--- src/rtl/fp_addsub_pipe.sv ---
// fp_addsub_pipe: parametrised IEEE-754-style add/subtract, y = a +/- b.
//
// Round-to-nearest-even (or truncate) using guard/round/sticky bits. Subnormal inputs are
// flushed to signed zero and subnormal results flush to zero with underflow. Inf and NaN are
// handled, and the unit raises exception flags. The default parameters give binary32.
//
// Pipeline: an operand capture register, then three processing ranks:
// S1 unpack/align, S2 magnitude add/subtract, S3 normalise/round/pack.
// An operand accepted at edge N gives out_valid high after edge N+3. All ranks move together
// on en = out_ready_i | ~out_valid_o. When en is low, every rank holds, bubbles included.
//
// Ports (W = 1 + EXP_W + MAN_W):
//   clk          clock, rising edge
//   rst_n        asynchronous active-low reset; in-flight beats are dropped
//   in_valid_i   operand beat valid
//   in_ready_o   beat accepted this cycle when in_valid_i is also high
//   op_sub_i     1: y = a - b, 0: y = a + b
//   a_i, b_i     operands {sign, exp, frac}
//   out_valid_o  result valid
//   out_ready_i  consumer accepts the result
//   y_o          result
//   flags_o      {invalid, overflow, underflow, inexact}; qualified by out_valid_o
module fp_addsub_pipe #(
  parameter int unsigned EXP_W   = 8,
  parameter int unsigned MAN_W   = 23,
  parameter int unsigned RND_RNE = 1
) (
  input  logic                   clk,
  input  logic                   rst_n,
  input  logic                   in_valid_i,
  output logic                   in_ready_o,
  input  logic                   op_sub_i,
  input  logic [EXP_W+MAN_W:0]   a_i,
  input  logic [EXP_W+MAN_W:0]   b_i,
  output logic                   out_valid_o,
  input  logic                   out_ready_i,
  output logic [EXP_W+MAN_W:0]   y_o,
  output logic [3:0]             flags_o
);

  localparam int unsigned W    = 1 + EXP_W + MAN_W;
  // Working mantissa: {carry, hidden, frac, guard, round, sticky}
  localparam int unsigned MW   = MAN_W + 5;
  localparam int unsigned LZ_W = $clog2(MW);
  // Exponent arithmetic width; the top bit acts as a sign for results below zero
  localparam int unsigned XW   = EXP_W + 2;
  localparam int unsigned MR_W = MAN_W + 2;
  localparam bit          RNE  = (RND_RNE != 0);

  localparam logic [EXP_W-1:0] EXP_ONES = {EXP_W{1'b1}};
  localparam logic [EXP_W-1:0] EXP_MAXF = EXP_ONES - 1'b1;
  localparam logic [EXP_W-1:0] SH_LIM   = EXP_W'(MAN_W + 3);
  localparam logic [W-1:0]     QNAN     = {1'b0, EXP_ONES, 1'b1, {(MAN_W-1){1'b0}}};

  logic en;

  // ------------------------------------------------------------------------------------------
  // Operand capture; the sign of b is inverted here for subtraction
  // ------------------------------------------------------------------------------------------
  logic         v0_q;
  logic [W-1:0] a0_q, b0_q;

  assign en         = out_ready_i | ~out_valid_o;
  assign in_ready_o = en;

  always_ff @(posedge clk or negedge rst_n) begin
    if (!rst_n) begin
      v0_q <= 1'b0;
      a0_q <= '0;
      b0_q <= '0;
    end else if (en) begin
      v0_q <= in_valid_i;
      a0_q <= a_i;
      b0_q <= {b_i[W-1] ^ op_sub_i, b_i[W-2:0]};
    end
  end

  // ------------------------------------------------------------------------------------------
  // S1: unpack, classify, order by magnitude, align the smaller operand
  // ------------------------------------------------------------------------------------------
  logic             sa, sb;
  logic [EXP_W-1:0] ea, eb;
  logic [MAN_W-1:0] fa, fb;
  logic             za, zb, all1_a, all1_b;
  logic             inf_a, inf_b, nan_a, nan_b, snan_a, snan_b;
  logic [W-2:0]     key_a, key_b;
  logic             swap;
  logic             sgn_big, z_big, z_small;
  logic [EXP_W-1:0] e_big, e_small, d_s1;
  logic [MAN_W-1:0] f_big, f_small;
  logic [MW-1:0]    m_big, m_small_raw, m_small_al;
  logic             lost;
  logic             spec_d;
  logic [W-1:0]     spec_y_d;
  logic [3:0]       spec_fl_d;

  assign sa = a0_q[W-1];
  assign sb = b0_q[W-1];
  assign ea = a0_q[W-2:MAN_W];
  assign eb = b0_q[W-2:MAN_W];
  assign fa = a0_q[MAN_W-1:0];
  assign fb = b0_q[MAN_W-1:0];

  assign za     = (ea == '0);
  assign zb     = (eb == '0);
  assign all1_a = (ea == EXP_ONES);
  assign all1_b = (eb == EXP_ONES);
  assign inf_a  = all1_a & (fa == '0);
  assign inf_b  = all1_b & (fb == '0);
  assign nan_a  = all1_a & (fa != '0);
  assign nan_b  = all1_b & (fb != '0);
  assign snan_a = nan_a & ~fa[MAN_W-1];
  assign snan_b = nan_b & ~fb[MAN_W-1];

  // Flushed operands compare as zero regardless of their fraction bits
  assign key_a = za ? '0 : {ea, fa};
  assign key_b = zb ? '0 : {eb, fb};
  assign swap  = (key_b > key_a);

  always_comb begin
    sgn_big    = swap ? sb : sa;
    z_big      = swap ? zb : za;
    z_small    = swap ? za : zb;
    e_big      = swap ? eb : ea;
    e_small    = swap ? ea : eb;
    f_big      = swap ? fb : fa;
    f_small    = swap ? fa : fb;
    m_big       = {1'b0, ~z_big, z_big ? '0 : f_big, 3'b000};
    m_small_raw = {1'b0, ~z_small, z_small ? '0 : f_small, 3'b000};
    d_s1       = e_big - e_small;
    lost       = 1'b0;
    m_small_al = '0;
    if (z_small) begin
      m_small_al = '0;
    end else if (d_s1 >= SH_LIM) begin
      // Aligned entirely below the round bit: only the sticky survives
      m_small_al = {{(MW-1){1'b0}}, 1'b1};
    end else begin
      lost       = |(m_small_raw & ~({MW{1'b1}} << d_s1));
      m_small_al = (m_small_raw >> d_s1) | {{(MW-1){1'b0}}, lost};
    end
  end

  // Special operands bypass the datapath; NaN outranks Inf - Inf, which outranks plain Inf
  always_comb begin
    spec_d    = nan_a | nan_b | inf_a | inf_b;
    spec_y_d  = '0;
    spec_fl_d = '0;
    if (nan_a || nan_b) begin
      spec_y_d  = QNAN;
      spec_fl_d = {snan_a | snan_b, 3'b000};
    end else if (inf_a && inf_b && (sa != sb)) begin
      spec_y_d  = QNAN;
      spec_fl_d = 4'b1000;
    end else if (inf_a) begin
      spec_y_d = a0_q;
    end else if (inf_b) begin
      spec_y_d = b0_q;
    end
  end

  logic             v1_q, spec1_q, sgn1_q, sub1_q, bz1_q, zs1_q;
  logic [W-1:0]     spy1_q;
  logic [3:0]       spf1_q;
  logic [EXP_W-1:0] exp1_q;
  logic [MW-1:0]    mb1_q, ms1_q;

  always_ff @(posedge clk or negedge rst_n) begin
    if (!rst_n) begin
      v1_q    <= 1'b0;
      spec1_q <= 1'b0;
      spy1_q  <= '0;
      spf1_q  <= '0;
      sgn1_q  <= 1'b0;
      sub1_q  <= 1'b0;
      exp1_q  <= '0;
      mb1_q   <= '0;
      ms1_q   <= '0;
      bz1_q   <= 1'b0;
      zs1_q   <= 1'b0;
    end else if (en) begin
      v1_q    <= v0_q;
      spec1_q <= spec_d;
      spy1_q  <= spec_y_d;
      spf1_q  <= spec_fl_d;
      sgn1_q  <= sgn_big;
      sub1_q  <= sa ^ sb;
      exp1_q  <= e_big;
      mb1_q   <= m_big;
      ms1_q   <= m_small_al;
      bz1_q   <= za & zb;
      zs1_q   <= sa & sb;
    end
  end

  // ------------------------------------------------------------------------------------------
  // S2: magnitude add/subtract; |big| >= |small| keeps the difference non-negative
  // ------------------------------------------------------------------------------------------
  logic [MW-1:0] sum_d;

  assign sum_d = sub1_q ? (mb1_q - ms1_q) : (mb1_q + ms1_q);

  logic             v2_q, spec2_q, sgn2_q, bz2_q, zs2_q;
  logic [W-1:0]     spy2_q;
  logic [3:0]       spf2_q;
  logic [EXP_W-1:0] exp2_q;
  logic [MW-1:0]    sum2_q;

  always_ff @(posedge clk or negedge rst_n) begin
    if (!rst_n) begin
      v2_q    <= 1'b0;
      spec2_q <= 1'b0;
      spy2_q  <= '0;
      spf2_q  <= '0;
      sgn2_q  <= 1'b0;
      exp2_q  <= '0;
      sum2_q  <= '0;
      bz2_q   <= 1'b0;
      zs2_q   <= 1'b0;
    end else if (en) begin
      v2_q    <= v1_q;
      spec2_q <= spec1_q;
      spy2_q  <= spy1_q;
      spf2_q  <= spf1_q;
      sgn2_q  <= sgn1_q;
      exp2_q  <= exp1_q;
      sum2_q  <= sum_d;
      bz2_q   <= bz1_q;
      zs2_q   <= zs1_q;
    end
  end

  // ------------------------------------------------------------------------------------------
  // S3: normalise, round, detect over/underflow, pack
  // ------------------------------------------------------------------------------------------
  logic [LZ_W-1:0]  lz;
  logic [XW-1:0]    exp_x, exp_n, exp_f;
  logic [MW-2:0]    norm;
  logic             g, r, s, lsb, inc, inexact;
  logic [MR_W-1:0]  mant_r;
  logic [MAN_W-1:0] frac_f;
  logic             ovf, unf;
  logic [W-1:0]     y_d;
  logic [3:0]       fl_d;

  always_comb begin
    // Leading zeros counted from the hidden-bit position; the highest set bit wins
    lz = '0;
    for (int i = 0; i < int'(MW) - 1; i++) begin
      if (sum2_q[i]) lz = LZ_W'(int'(MW) - 2 - i);
    end
    exp_x = XW'(exp2_q);
    if (sum2_q[MW-1]) begin
      norm    = sum2_q[MW-1:1];
      norm[0] = sum2_q[1] | sum2_q[0];
      exp_n   = exp_x + XW'(1);
    end else begin
      norm  = sum2_q[MW-2:0] << lz;
      exp_n = exp_x - XW'(lz);
    end
    g       = norm[2];
    r       = norm[1];
    s       = norm[0];
    lsb     = norm[3];
    inc     = RNE & g & (r | s | lsb);
    inexact = g | r | s;
    mant_r  = {1'b0, norm[MW-2:3]} + MR_W'(inc);
    if (mant_r[MAN_W+1]) begin
      frac_f = mant_r[MAN_W:1];
      exp_f  = exp_n + XW'(1);
    end else begin
      frac_f = mant_r[MAN_W-1:0];
      exp_f  = exp_n;
    end
    ovf = ~exp_f[XW-1] & (exp_f >= XW'(EXP_ONES));
    unf = exp_f[XW-1] | (exp_f == '0);

    y_d  = '0;
    fl_d = '0;
    if (spec2_q) begin
      y_d  = spy2_q;
      fl_d = spf2_q;
    end else if (sum2_q == '0) begin
      // Exact cancellation is +0; only a sum of two zeros keeps a negative sign
      y_d = {bz2_q & zs2_q, {(W-1){1'b0}}};
    end else if (ovf) begin
      y_d  = RNE ? {sgn2_q, EXP_ONES, {MAN_W{1'b0}}} : {sgn2_q, EXP_MAXF, {MAN_W{1'b1}}};
      fl_d = 4'b0101;
    end else if (unf) begin
      y_d  = {sgn2_q, {(W-1){1'b0}}};
      fl_d = 4'b0011;
    end else begin
      y_d  = {sgn2_q, exp_f[EXP_W-1:0], frac_f};
      fl_d = {3'b000, inexact};
    end
  end

  logic         out_valid_q;
  logic [W-1:0] y_q;
  logic [3:0]   flags_q;

  always_ff @(posedge clk or negedge rst_n) begin
    if (!rst_n) begin
      out_valid_q <= 1'b0;
      y_q         <= '0;
      flags_q     <= '0;
    end else if (en) begin
      out_valid_q <= v2_q;
      if (v2_q) begin
        y_q     <= y_d;
        flags_q <= fl_d;
      end
    end
  end

  assign out_valid_o = out_valid_q;
  assign y_o         = y_q;
  assign flags_o     = flags_q;

endmodule

--- config.mk ---
export PLATFORM = sky130hd
export DESIGN_NAME = fp_addsub_pipe
export DESIGN_NICKNAME = d
export VERILOG_FILES = /design/src/rtl/fp_addsub_pipe.sv
export SDC_FILE = /design/constraint.sdc
export NUM_CORES = 1
export LEC_CHECK = 0
export CAP_MARGIN = 10
export CELL_PAD_IN_SITES_DETAIL_PLACEMENT = 1
export CELL_PAD_IN_SITES_GLOBAL_PLACEMENT = 1
export CORE_MARGIN = 4
export CORE_UTILIZATION = 42
export DETAILED_ROUTE_END_ITERATION = 8
export PLACE_DENSITY = 0.8
export SYNTH_ARGS = -nofsm -noshare
export SYNTH_HDL_FRONTEND = slang
export SYNTH_SLANG_ARGS = --single-unit
--- constraint.sdc ---
create_clock -name clk -period 7.9 [get_ports clk]
set_input_delay 0.79 -clock clk [delete_from_list [all_inputs] [get_ports clk]]
set_output_delay 0.79 -clock clk [all_outputs]
set_load 0.1 [all_outputs]
==> out/results.ini, run 1 <==
[final_layout]
instances_no_fill = 3324
drive_above_1_share_pct = 5.98
num_antenna_cells = 0
post-route-util_pct = 48.0
nets = 2851
syn_to_final_growth_pct = 12.2

[clock_network]
clk_pin_slew_worst_paths_ps = 60
hold_buffers = 0
numCtsBuffers = 31
cts_max_level = 1
root_buffer = clkbuf_16
post-cts-setup-buffer-count = 0
cts_tree = built
clock_sinks = 274
clock_latency_ps = 600
cts_resized = 0
cts.path.max_buffers = 3

[route]
routed_wl_mm = 77.6
ant_nets = 0
dr.pass1.iters = 5
vias = 20500
drt-vias-per-instance = 6.16
first_iter_violations = 1597
wl_per_cell_um = 23.3
drc_errors = 0

[placement]
port_buffers = 106
place.gp.congestion = 0.984
dp.cells = 3271
place_ws_ps = 683
dpl.hpwl_mm = 57.4

[floorplanning]
fp.dieW_um = 229
io_pins = 107
die_h_um = 229
start_util_pct = 42.8
rows = 80
die-area_mm2 = 0.0525
core_mm2 = 0.0480

[sta]
period_needed_ps = 7260
max_freq_ghz = 0.138
rsz0062_at_grt = false
final-setup-viol-count = 0
hold_viol = 0
setup_slack_ps = 635
fin_crit_sh_pct = 92.0
fin_skew_ps = 17.1
drv_slew = 0
tightest_slew_ps = 1170
final.setup.tns_ps = 0
slew_headroom_pct = 20.7

[setup_path]
end_kind = flop
rrSetupSlack_ps = 640
reg2reg_from = b0_q[23]$_DFFE_PN0N_
timing.rr.end = ms1_q[21]$_DFFE_PN0N_
worstPathArrival_ps = 7770
r2r_cells = 25
path_class = reg -> reg
crit_fanout = 14
required_ps = 8400
critPathLaunchType = flop

[logic_synthesis]
synth_top_cell_by_area = dfrtp_1
synth_cell_types = 97
async_flop_share_pct = 100
yosys.cell_count.top_type = nand2_1
netlist_top_cells_area = dfrtp_1, nand2_1, ha_1, o21ai_0, a21oi_1
avgSynthCellArea_um2 = 7.68
ys_seq_area_share_pct = 33.4
synth_area_mm2 = 0.0206
synth_top_area_share_pct = 33.4
yosys_warnings = 0
ys_top_cells_by_count = nand2_1, dfrtp_1, nor2_1
synth-edff-count = 0
postSynthCellCount = 2677
synth_nets = 2839
ys_seq_elements = 274
synth_top_flop_cell = dfrtp_1

[global_routing]
grt.overflow.total = 0
grt_pass1_vias = 21400
antenna_found_initial = 0
grt_pass1_wl_mm = 123
grtUsageTotal_pct = 28.8
grt_max_degree = 191

[run]
maxCapViolCount = 0

[outcome]
outcome = completed

[hold_path]
min_path_type = in -> async

==> layer usage <==
layer	wire length, µm	vias up	share of wire [%]	GRT usage [%]
li1	-	9481	-	-
met1	33000	10300	43	36.6
met2	38000	549	49	50.5
met3	3140	186	4.0	2.98
met4	3420	0	4.4	10.8
met5	0	-	0	0
==> final cells by class <==
type | instances | area (µm²)
clock buffer | 44 | 875
clock inverter | 9 | 68.8
fill | 5867 | 25000
inverter | 88 | 338
multi-input combinational | 2130 | 12600
sequential | 274 | 6860
tap | 615 | 769
timing repair buffer | 164 | 1510
==> worst max-delay path, stage by stage, from the launching register on <==
cell       delay, ps
dfrtp_1          480
nor4_1           380
nand2_1          420
and2_1           340
ha_1             300
nand4_1          140
nor4_1           490
buf_4            210
nand3_1          120
and2_1           260
nor2_4           150
nor2_1            60
a21oi_1          120
ha_1             210
nor2_1            60
maj3_1           360
maj3_1           400
mux2i_1          240
o22ai_1          130
a2111oi_0        470
mux2i_1          490
o21ai_0          260
nor3_1           280
and2_1           280
nand2_1          170
o32ai_1          310
==> through the flow <==
| stage | hold slack (ps) | cell area [µm²] |
|---|---|---|
| floorplan | 431 | 20600 |
| global placement | 445 | 22100 |
| detailed placement | 453 | 22100 |
| CTS | 329 | 23100 |
| global route | 346 | 23100 |
| finish | 261 | 23100 |
==> flip-flops by register name, summed over array words and instances (netlist names), 4 cells and up <==
register and cells:
sum2_q 28, exp2_q 8, ms1_q 27, flags_o 4, a0_q 32, exp1_q 8
y_o 32, mb1_q 24, b0_q 32, spy1_q 32, spy2_q 32
==> worst max path at each step <==
stage,cells after the start,endpoint,start
2_1_floorplan,31,ms1_q[0]$_DFFE_PN0N_,a0_q[27]$_DFFE_PN0N_
3_3_place_gp,25,ms1_q[21]$_DFFE_PN0N_,b0_q[24]$_DFFE_PN0N_
3_5_place_dp,25,ms1_q[21]$_DFFE_PN0N_,b0_q[29]$_DFFE_PN0N_
4_1_cts,25,ms1_q[21]$_DFFE_PN0N_,b0_q[29]$_DFFE_PN0N_
5_1_grt,25,ms1_q[21]$_DFFE_PN0N_,b0_q[24]$_DFFE_PN0N_
6_report,25,ms1_q[21]$_DFFE_PN0N_,b0_q[23]$_DFFE_PN0N_
==> cell usage in the layout (no fill, tap or decap), types with 24 or more instances in the layout <==
master           count
a31oi_1             25
o211ai_1            30
nor2_1             165
dfrtp_1            274
xnor2_1             43
xor2_1              24
nand2_1            625
mux2i_1             73
o21ai_0            166
nand4_1             25
clkdlybuf4s50_1    105
buf_4               57
o22ai_1             37
nand3_1             86
a21oi_1            150
and3_1              31
clkbuf_16           31
nor4_1              28
inv_1               84
ha_1                91
nor3_1              61
and2_1              62
==> logic make-up (layout without fill, tap and decap cells) <==
kind of cell / Yosys count / count (layout) / synth area share [%]
mux: 88 / 88 / 4.43
buf+inv: 273 / 305 / 5.31
xor+xnor: 69 / 69 / 2.94
fa+ha+maj: 97 / 97 / 5.93
compound gates: 682 / 682 / 21.7
flops: 274 / 274 / 33.4
simple gates: 1194 / 1194 / 26.3
Power of run 1 is not shown: default switching activity piles up to over one toggle a cycle in this logic, so the estimate is an artifact.
==> run 2: changes to the inputs <==
CORE_UTILIZATION = 50   (was 42)
PLACE_DENSITY = 0.9   (was 0.8)
SLEW_MARGIN = 15   (was default)
clock period = 8.45 ns   (was 7.9 ns; I/O delays follow)
==> run 2 against run 1 <==
Sequential cell count unchanged. Utilization rose by 8.4 points. Wire length increased by 1.6%. Register-to-register slack got worse by 70 ps. Die area shrank 15%. First-iteration DRC count rose by 13%. Sequential share of layout area grew 0.13 points. Worst setup slack lost 73 ps. Fmax shrank 7.9%. Global-route usage rose by 6.1 points. Via count is 2.0% higher. Worst hold slack improved by 140 ps.
==> out/results.ini, run 2 (synthesized netlist as in run 1, its figures left out) <==
[floorplanning]
rows = 74
start_util_pct = 50.4
io_pins = 107
fp.dieW_um = 211
die-area_mm2 = 0.0444
die_h_um = 211
core_mm2 = 0.0407

[clock_network]
cts_tree = built
clock_sinks = 274
hold_buffers = 0
cts_max_level = 2
root_buffer = clkbuf_16
clk_pin_slew_worst_paths_ps = 60
post-cts-setup-buffer-count = 0
cts_resized = 0
cts.path.max_buffers = 3
numCtsBuffers = 34
clock_latency_ps = 570

[setup_path]
rrSetupSlack_ps = 560
cp_cell_sequence = nor4_1 > nand2_1 > and2_1 > ha_1 > nand4_1 > nor4_1 > nand3_1 > and2_1 > nor2_4 > nor2_1 > a21oi_1 > ha_1 > nor2_1 > maj3_1 > maj3_1 > mux2i_1 > o22ai_1 > a2111oi_0 > mux2i_1 > o21ai_0 > nor3_1 > nand2_1 > o32a_1 > o21ai_0
critPathBufInv = 0
reg2reg_from = b0_q[28]$_DFFE_PN0N_
timing.rr.end = ms1_q[6]$_DFFE_PN0N_
cpMaxStageDelayCell = nor4_1
cpPeakStageDelay_ps = 690
crit_fanout = 20
critPathLaunchType = flop
end_kind = flop
r2r_cells = 24
cp.depth = 24
critPathTopFamily = simple AND/OR/NAND/NOR gates
crit_path_end = ms1_q[6]$_DFFE_PN0N_
worstPathArrival_ps = 8360
path_class = reg -> reg
required_ps = 8920
startpoint = b0_q[28]$_DFFE_PN0N_

[global_routing]
use_met3_pct = 4.13
grtUsageTotal_pct = 34.8
grt.overflow.total = 0
grt_max_degree = 141
antenna_found_initial = 0
grt_pass1_wl_mm = 124
grt.busiest_layer = met2
use_met2_pct = 60.7
grt_util_met1_pct = 43.1
grt_pass1_vias = 21700

[sta]
period_needed_ps = 7890
drv_slew = 0
tightest_slew_ps = 1080
hold_viol = 0
slew_headroom_pct = 27.0
final.setup.tns_ps = 0
final-setup-viol-count = 0
fin_skew_ps = 21.8
whs_ps = 399
fin_crit_sh_pct = 93.4
rsz0062_at_grt = false
max_freq_ghz = 0.127

[final_layout]
nets = 2835
mostFrequentLayoutCells = nand2_1, dfrtp_1, o21ai_0
num_antenna_cells = 0
drive_above_1_share_pct = 5.53
post-route-util_pct = 56.4
syn_to_final_growth_pct = 11.7
mostFrequentLayoutCell = nand2_1

[route]
wl_per_cell_um = 24.4
drt-vias-per-instance = 6.48
drc_errors = 0
dr.pass1.iters = 5
first_iter_violations = 1807
ant_nets = 0
vias = 20900
routed_wl_mm = 78.8

[outcome]
outcome = completed

[hold_path]
min_path_type = in -> async

[placement]
port_buffers = 106
place.gp.congestion = 0.975
dpl.hpwl_mm = 57.5

[run]
maxCapViolCount = 0

run 2: metal layers:
metal | wire (µm) | share of wire, %
met5 | 0 | 0
met4 | 4000 | 5.1
met3 | 4180 | 5.3
met2 | 39300 | 50
met1 | 31400 | 40
run 2: worst min path at each step:
stage                                      start  cells past startpoint                      to
after CTS                                  rst_n                      1     y_o[14]$_DFFE_PN0P_
after detailed placement  spy2_q[30]$_DFFE_PN0N_                      2  spy2_q[30]$_DFFE_PN0N_
final                                      rst_n                      1     y_o[10]$_DFFE_PN0P_
after global placement    spy2_q[23]$_DFFE_PN0N_                      2  spy2_q[23]$_DFFE_PN0N_
after floorplan           spy2_q[13]$_DFFE_PN0N_                      2  spy2_q[13]$_DFFE_PN0N_
after global routing      spy2_q[23]$_DFFE_PN0N_                      2  spy2_q[23]$_DFFE_PN0N_
run 2: metrics by stage:
step	setup slack (ps)	area, µm²	std cells
2_1_floorplan	921	20600	2677
3_3_place_gp	955	21900	3169
3_5_place_dp	639	21900	3169
4_1_cts	597	23000	3228
5_1_grt	9.21	23000	3228
6_report	562	23000	3228
run 2: layout make-up:
| class | instances | area (µm²) |
|---|---|---|
| clock buffer | 45 | 932 |
| clock inverter | 14 | 159 |
| fill | 5035 | 17800 |
| inverter | 88 | 338 |
| multi-input combinational | 2130 | 12600 |
| sequential | 274 | 6860 |
| tap | 532 | 666 |
| timing repair buffer | 145 | 1370 |
run 2: worst register-to-register path, cell delays in order, from the launching register on:
cell	delay [ps]
dfrtp_1	530
nor4_1	420
nand2_1	480
and2_1	360
ha_1	310
nand4_1	170
nor4_1	690
nand3_1	260
and2_1	270
nor2_4	150
nor2_1	60
a21oi_1	130
ha_1	210
nor2_1	60
maj3_1	360
maj3_1	400
mux2i_1	250
o22ai_1	140
a2111oi_0	460
mux2i_1	430
o21ai_0	280
nor3_1	430
nand2_1	410
o32a_1	460
o21ai_0	80
Power of run 2 is left out for the same reason.
